**config.mk**
```make
export PLATFORM = sky130hd
export DESIGN_NAME = mod10_wrap_tracker
export DESIGN_NICKNAME = d
export VERILOG_FILES = /design/src/rtl/mod10_wrap_tracker.sv
export SDC_FILE = /design/constraint.sdc
export NUM_CORES = 1
export LEC_CHECK = 0
export ABC_AREA = 1
export ABC_CLOCK_PERIOD_IN_PS = 1200
export BUFFER_PORTS_ARGS = -buffer_cell sky130_fd_sc_hd__buf_2
export CORE_MARGIN = 1
export CORE_UTILIZATION = 30
export DETAILED_ROUTE_END_ITERATION = 12
export PLACE_DENSITY = 0.53
export SETUP_SLACK_MARGIN = 0.15
export SLEW_MARGIN = 5
export SYNTH_ARGS = -nofsm -noshare
export SYNTH_HDL_FRONTEND = slang
export SYNTH_SLANG_ARGS = --single-unit
```
**constraint.sdc**
```tcl
create_clock -name clock -period 1.2 [get_ports clock]
set_input_delay 0.18 -clock clock [delete_from_list [all_inputs] [get_ports clock]]
set_output_delay 0.18 -clock clock [all_outputs]
set_load 0.01 [all_outputs]
```
**src/rtl/mod10_wrap_tracker.sv**
```systemverilog
// Extends a mod-10 counter digit into a multi-digit BCD up/down count by detecting its
// 9<->0 wraps. It also keeps sticky status flags and reports each wrap on a valid/ready port.
module mod10_wrap_tracker #(
   parameter int unsigned DIGITS = 2
) (
   input  logic                    clock,
   input  logic                    rst,
   input  logic [3:0]              cnt_in,
   input  logic                    mode,
   input  logic                    load,
   input  logic                    clr_flags,
   input  logic                    evt_ready,
   output logic [4*(DIGITS+1)-1:0] bcd_out,
   output logic                    overflow,
   output logic                    underflow,
   output logic                    code_err,
   output logic                    evt_valid,
   output logic                    evt_dir,
   output logic                    evt_drop
);

   localparam int unsigned UW = 4 * DIGITS;

   logic [3:0]    cnt_q;
   logic          mode_q;
   logic          load_q;
   logic          hv_q;
   logic [UW-1:0] upper_q;
   logic [UW-1:0] upper_d;

   logic          up_wrap;
   logic          dn_wrap;
   logic          wrap;
   logic          carry;
   logic          borrow;
   logic          ovf_set;
   logic          unf_set;
   logic          err_set;
   logic          drop_set;
   logic          evt_valid_d;
   logic          evt_dir_d;

   // The cnt_q -> cnt_in step was caused by the controls the counter saw last edge.
   assign up_wrap = hv_q & mode_q & ~load_q & (cnt_q == 4'd9) & (cnt_in == 4'd0);
   assign dn_wrap = hv_q & ~mode_q & ~load_q & (cnt_q == 4'd0) & (cnt_in == 4'd9);
   assign wrap    = up_wrap | dn_wrap;
   assign err_set = (cnt_in > 4'd9);

   // Ripple BCD increment/decrement; a carry or borrow surviving every digit means all 9s/0s.
   always_comb begin
      upper_d = upper_q;
      carry   = up_wrap;
      borrow  = dn_wrap;
      for (int unsigned i = 0; i < DIGITS; i++) begin
         if (carry) begin
            if (upper_q[4*i +: 4] == 4'd9) begin
               upper_d[4*i +: 4] = 4'd0;
            end else begin
               upper_d[4*i +: 4] = upper_q[4*i +: 4] + 4'd1;
               carry             = 1'b0;
            end
         end
         if (borrow) begin
            if (upper_q[4*i +: 4] == 4'd0) begin
               upper_d[4*i +: 4] = 4'd9;
            end else begin
               upper_d[4*i +: 4] = upper_q[4*i +: 4] - 4'd1;
               borrow            = 1'b0;
            end
         end
      end
      ovf_set = carry;
      unf_set = borrow;
   end

   always_comb begin
      evt_valid_d = evt_valid;
      evt_dir_d   = evt_dir;
      drop_set    = 1'b0;
      if (wrap) begin
         if (!evt_valid || evt_ready) begin
            evt_valid_d = 1'b1;
            evt_dir_d   = up_wrap;
         end else begin
            drop_set = 1'b1;
         end
      end else if (evt_valid && evt_ready) begin
         evt_valid_d = 1'b0;
      end
   end

   always_ff @(posedge clock) begin
      if (rst) begin
         cnt_q     <= 4'd0;
         mode_q    <= 1'b0;
         load_q    <= 1'b0;
         hv_q      <= 1'b0;
         upper_q   <= '0;
         overflow  <= 1'b0;
         underflow <= 1'b0;
         code_err  <= 1'b0;
         evt_valid <= 1'b0;
         evt_dir   <= 1'b0;
         evt_drop  <= 1'b0;
      end else begin
         cnt_q     <= cnt_in;
         mode_q    <= mode;
         load_q    <= load;
         hv_q      <= 1'b1;
         upper_q   <= upper_d;
         overflow  <= ovf_set | (overflow & ~clr_flags);
         underflow <= unf_set | (underflow & ~clr_flags);
         code_err  <= err_set | (code_err & ~clr_flags);
         evt_drop  <= drop_set | (evt_drop & ~clr_flags);
         evt_valid <= evt_valid_d;
         evt_dir   <= evt_dir_d;
      end
   end

   assign bcd_out = {upper_q, cnt_q};

endmodule
```
==> results.py, run 1 <==
metrics = {
    "clock_network": {
        "clkTransAtPathRegs_ps": 80,
        "cts_buffers": 3,
        "clock_path_buffers": 2,
        "tritoncts": "done",
        "clk_latency_ps": 270,
        "htree_num_levels": 1,
        "hold_buffers": 0,
        "clock_sinks": 21,
        "cts_root_buf": "clkbuf_8",
    },
    "synthesis": {
        "syn_area_sq_um": 1240,
        "async_flop_share_pct": 0,
        "synth-seq-cells": 21,
        "synthFlopType": "dfxtp_1",
        "yosysWarnings": 0,
        "synth.avg_cell_area_sq_um": 6.21,
        "synth_nets": 209,
        "synth_top_cell_area_share_pct": 34.0,
        "synth_top_cell_by_area": "dfxtp_1",
        "yosysUniqueCellTypes": 21,
        "yosysSeqAreaShare_pct": 34.0,
        "synth_cells": 199,
        "synth_edf_count": 0,
        "synth_area_leaders": "dfxtp_1 (34%), nand2_1 (14%), nor2_1 (11%)",
    },
    "sta": {
        "hold_violations": 0,
        "finClkSkew_ps": 4.31,
        "timing.hold.ws_ps": 110,
        "tightestPinTransition_ps": 318,
        "rsz0062_at_grt": "yes",
        "period_needed_ps": 1210,
        "report.final.setup_viol": 1,
        "max_freq_mhz": 829,
        "max_slew_margin_pct": 78.7,
        "fin_crit_sh_pct": 101,
        "slew_violations": 0,
        "setup_slack_ps": -6.74,
    },
    "placement": {
        "postPlaceCellArea_sq_um": 1690,
        "io_buffer_count": 27,
        "place.gp.congestion": 0.882,
        "dp_hpwl_microns": 2500,
        "dp.cells": 300,
    },
    "routing": {
        "initialDrtViolationCount": 62,
        "dr.pass1.iters": 4,
        "wire_per_inst_microns": 10.8,
        "route.detailed.drc": 0,
        "antenna_left": 0,
        "viasPerCell": 4.54,
        "drt_wl_total_microns": 3390,
        "vias": 1418,
    },
    "global_route": {
        "grt_pass1_vias": 1308,
        "grt_pass1_wl_microns": 5830,
        "grt_max_degree": 13,
        "grt_usage_pct": 17.5,
        "antenna_found_initial": 0,
        "grt.overflow.total": 0,
    },
    "floorplanning": {
        "fp.dieH_microns": 66.2,
        "ios": 28,
        "design.die.area_sq_um": 4380,
        "row_count": 22,
        "die_x_microns": 66.2,
        "core_sq_um": 3800,
        "start_util_pct": 32.5,
    },
    "final_layout": {
        "fin_cells": 312,
        "stdcell_area_sq_um": 1960,
        "fill_cells": 389,
        "fin_nets": 275,
        "final_cell_mix": "nand2_1 (41), nor2_1 (31), buf_4 (28)",
        "n_antenna_cell": 0,
        "final_common_cell": "nand2_1",
        "area_growth_pct": 58.2,
        "drive_gt1_share_pct": 46.6,
    },
    "worst_setup_path": {
        "start_kind": "flip-flop",
        "r2r_cells": 8,
        "cp.arrival_ps": 1370,
        "cp_data_required_time_ps": 1360,
        "crit_type": "flip-flop to flip-flop",
        "end_kind": "flip-flop",
        "path_max_fanout": 6,
    },
    "power_and_ir_drop": {
        "leakage_nw": 1.00,
        "powerDensity_nw_per_um2": 710,
        "power_mw": 1.39,
        "ir_worst_vdd_mv": 0.458,
    },
    "outcome": {
        "status": "complete, but fails checks",
        "violations": "negative setup slack",
    },
    "flow_run": {
        "maxCapViolations": 0,
    },
    "worst_hold_path": {
        "hold_class": "primary input to flip-flop",
        "hold-path-cell-count": 3,
    },
}
cell usage after synthesis, types with 2 or more instances:
cell type  instances
inv_2              4
nor3_1             4
o21ai_0           10
nand3_1           18
nand4_1            4
nor2_2             5
o21ai_1            2
nand2_2            2
inv_1             28
nand2_4            3
nand2_1           47
dfxtp_1           21
nor2_1            36
a21oi_1            7
nor2_4             2
flip-flops by register name, indices dropped and copies added (netlist names):
signal and cells:
evt_valid 1, cnt_q 4, upper_q 8, hv_q 1
underflow 1, overflow 1, mode_q 1, code_err 1
load_q 1, evt_dir 1, evt_drop 1
repair_timing:
item,in CTS,in global routing
pin swaps,8,6
setup buffers,5,3
endpoints found under the setup margin,18,20
gates resized for setup,23,23
path summary, 6_finish.rpt:
path / start / slack, ps / end
max: load_q / -7 / upper_q[2]
min: load / 110 / load_q
max reg2reg: load_q / -7 / upper_q[2]
min reg2reg: evt_drop / 470 / evt_drop
logic make-up (layout without fill, tap and decap cells):
kind of cell,Yosys count,count (layout),share of synthesized area [%]
AND/OR/NAND/NOR,122,122,45.8
buffers and inverters,34,99,10.3
AO/OA/AOI/OAI,21,21,9.11
flip-flops,21,21,34.0
XOR/XNOR,1,1,0.709
through the flow:
step	TNS, ps	worst slack, ps	util, %
2_1_floorplan	0	60.4	-
3_3_place_gp	-116	-42.0	44.4
3_5_place_dp	-82.2	-28.2	44.4
4_1_cts	0	1.51	48.8
5_1_grt	-883	-102	51.5
6_report	-6.74	-6.74	51.5
final cells by class:
| type | instances | area (sq um) | share of cell area (%) |
|---|---|---|---|
| clock buffer | 3 | 41.3 | 2.11 |
| clock inverter | 1 | 5.00 | 0.256 |
| inverter | 33 | 124 | 6.33 |
| multi-input combinational | 144 | 813 | 41.6 |
| sequential | 21 | 457 | 23.4 |
| tap | 48 | 60.1 | 3.07 |
| timing repair buffer | 62 | 455 | 23.3 |
routing by layer:
metal	wire, microns	GRT usage [%]
met1	1680	22.6
met2	1510	28.8
met3	146	3.62
met4	44	5.59
met5	0	0
worst max-delay path: stages (launching register included):
cell	delay (ps)
dfxtp_2	360
nor2_4	130
nand2_2	70
nor2_4	150
nand2_4	110
nor2_2	90
nor2_1	40
nor2_1	100
nor2_1	40
power by group:
group	switching, mW	internal, mW	total, mW
clock	0.245	0.232	0.477
sequential	0.0242	0.704	0.729
combinational	0.102	0.0807	0.183
total	0.371	1.02	1.39
Note: power is estimated with default switching activity, not from simulation.
==> run 2: changes to the inputs <==
--- a/config.mk
+++ b/config.mk
@@ -9,9 +9,9 @@
 export ABC_CLOCK_PERIOD_IN_PS = 1200
 export BUFFER_PORTS_ARGS = -buffer_cell sky130_fd_sc_hd__buf_2
 export CORE_MARGIN = 1
-export CORE_UTILIZATION = 30
+export CORE_UTILIZATION = 35
 export DETAILED_ROUTE_END_ITERATION = 12
-export PLACE_DENSITY = 0.53
+export PLACE_DENSITY = 0.6
 export SETUP_SLACK_MARGIN = 0.15
 export SLEW_MARGIN = 5
 export SYNTH_ARGS = -nofsm -noshare
==> results.py, run 2 (synthesis gave the netlist of run 1 again) <==
metrics = {
    "outcome": {
        "status": "complete, but fails checks",
        "violations": "negative setup slack",
    },
    "routing": {
        "wire_per_inst_microns": 10.2,
        "initialDrtViolationCount": 64,
        "viasPerCell": 4.50,
        "route.detailed.drc": 0,
        "vias": 1360,
        "dr.pass1.iters": 4,
        "drt_wl_total_microns": 3080,
        "antenna_left": 0,
    },
    "sta": {
        "period_needed_ps": 1230,
        "fin_crit_sh_pct": 103,
        "report.final.setup_viol": 5,
        "tightestPinTransition_ps": 296,
        "max_freq_mhz": 812,
        "rsz0062_at_grt": "yes",
        "max_slew_margin_pct": 80.1,
        "slew_violations": 0,
        "timing.hold.ws_ps": 50.4,
        "setup_slack_ps": -31.0,
        "finClkSkew_ps": 1.87,
        "hold_violations": 0,
    },
    "worst_setup_path": {
        "cp_data_required_time_ps": 1460,
        "crit_top_cell": "nor2_4",
        "critPathBufInv": 1,
        "start_kind": "flip-flop",
        "crit_slowest_cell": "dfxtp_4",
        "r2r_cells": 9,
        "critPathTopFamily": "simple AND/OR/NAND/NOR gates",
        "end_kind": "flip-flop",
        "cp.depth": 9,
        "critPathMaxStageDelay_ps": 390,
        "worstPathCellList": "nor2_4 -> nand2_2 -> nor2_4 -> nand2_4 -> nor2_4 -> nand2_1 -> nand3_1 -> nand2_1 -> inv_1",
        "path_max_fanout": 6,
        "crit_type": "flip-flop to flip-flop",
        "cp.arrival_ps": 1490,
    },
    "clock_network": {
        "tritoncts": "done",
        "hold_buffers": 0,
        "htree_num_levels": 1,
        "clock_sinks": 21,
        "clock_path_buffers": 2,
        "cts_buffers": 3,
        "clkTransAtPathRegs_ps": 120,
        "clk_latency_ps": 310,
        "cts_root_buf": "clkbuf_4",
    },
    "placement": {
        "place.gp.congestion": 0.816,
        "io_buffer_count": 27,
        "dp_hpwl_microns": 2320,
    },
    "global_route": {
        "grt_pass1_wl_microns": 5330,
        "grt.overflow.total": 0,
        "antenna_found_initial": 0,
        "grt_pass1_vias": 1266,
        "grt_usage_pct": 19.0,
        "grt_max_degree": 14,
    },
    "final_layout": {
        "area_growth_pct": 49.6,
        "final_cell_mix": "nand2_1 (40), nor2_1 (31), buf_4 (25)",
        "fin_nets": 267,
        "final_common_cell": "nand2_1",
        "drive_gt1_share_pct": 45.7,
        "largest-register": "upper_q",
        "n_antenna_cell": 0,
        "largest_register_ffs": 8,
        "reg_top3": "upper_q: 8 flops, cnt_q: 4 flops",
    },
    "power_and_ir_drop": {
        "swShare_pct": 27.7,
        "leakage_nw": 0.941,
        "p_clk_share_pct": 28.4,
        "switching_power_mw": 0.345,
        "combPwrFrac_pct": 13.6,
        "p_int_mw": 0.903,
        "power_mw": 1.25,
        "powerDensity_nw_per_um2": 675,
        "seqPwrFrac_pct": 58.0,
        "ir_worst_vdd_mv": 0.667,
    },
    "floorplanning": {
        "core_sq_um": 3360,
        "start_util_pct": 36.8,
        "row_count": 21,
        "die_x_microns": 61.4,
        "fp.dieH_microns": 61.4,
        "design.die.area_sq_um": 3770,
        "ios": 28,
    },
    "flow_run": {
        "maxCapViolations": 0,
    },
    "worst_hold_path": {
        "hold-path-cell-count": 3,
        "hold_class": "primary input to flip-flop",
    },
}
==> run 2: changes by cell type in the layout (fill, tap and decap cells not counted), sizes merged <==
| cell | before | now |
|---|---|---|
| buf | 62 | 54 |
| clkinv | 2 | 1 |
| clkinvlp | 0 | 1 |
==> run 2: repair_timing <==
item | in CTS | in global routing
hold endpoints to repair | 0 | 0
buffers inserted | 5 | 1
resized for setup | 23 | 20
setup endpoints to repair | 19 | 23
pin swaps | 5 | 13
==> run 2: cell type report <==
| class | instances | area, sq um |
|---|---|---|
| clock buffers | 3 | 22.5 |
| clock inverters | 1 | 7.51 |
| fillers | 361 | 1510 |
| inverters | 33 | 126 |
| multi-input cells | 144 | 806 |
| flip-flops and latches | 21 | 459 |
| well taps | 46 | 57.6 |
| repair buffers | 54 | 370 |
==> run 2: per-layer routing <==
| layer | share of wire, % | routed length [microns] | global-route usage, % |
|---|---|---|---|
| met1 | 48 | 1490 | 25.3 |
| met2 | 47 | 1460 | 31.4 |
| met3 | 3.3 | 103 | 3.78 |
| met4 | 1.0 | 32 | 5.71 |
| met5 | 0 | 0 | 0 |
==> run 2: worst paths after layout <==
check / start / endpoint / slack [ps]
worst max-delay path: cnt_q[2] / upper_q[5] / -30
worst min-delay path: mode / mode_q / 50
worst max register to register: cnt_q[2] / upper_q[5] / -30
worst min register to register: evt_drop / evt_drop / 470
==> run 2: power by group through the flow <==
stage	sequential (mW)	clock, mW	combinational, mW
6_report	0.724	0.354	0.170
5_1_grt	0.728	0.401	0.189
4_1_cts	0.732	0.376	0.168
3_5_place_dp	0.749	0	0.158
3_3_place_gp	0.749	0	0.158
2_1_floorplan	0.751	0	0.0854
==> run 2: worst register-to-register path: stages, from the launching register on <==
cell,delay (ps)
dfxtp_4,390
nor2_4,130
nand2_2,70
nor2_4,150
nand2_4,120
nor2_4,110
nand2_1,50
nand3_1,80
nand2_1,50
inv_1,50
==> run 2: through the flow <==
| step | cells | instance area, sq um | util, % | setup slack [ps] | setup TNS, ps |
|---|---|---|---|---|---|
| after detailed placement | 292 | 1640 | 48.8 | -42.6 | -154 |
| after CTS | 301 | 1770 | 52.8 | -2.38 | -2.38 |
| after global routing | 302 | 1850 | 55.0 | -111 | -1020 |
| final | 302 | 1850 | 55.0 | -31.0 | -73.8 |
| after global placement | 292 | 1640 | 48.8 | -34.6 | -145 |
| after floorplan | 199 | 1290 | - | 60.4 | 0 |
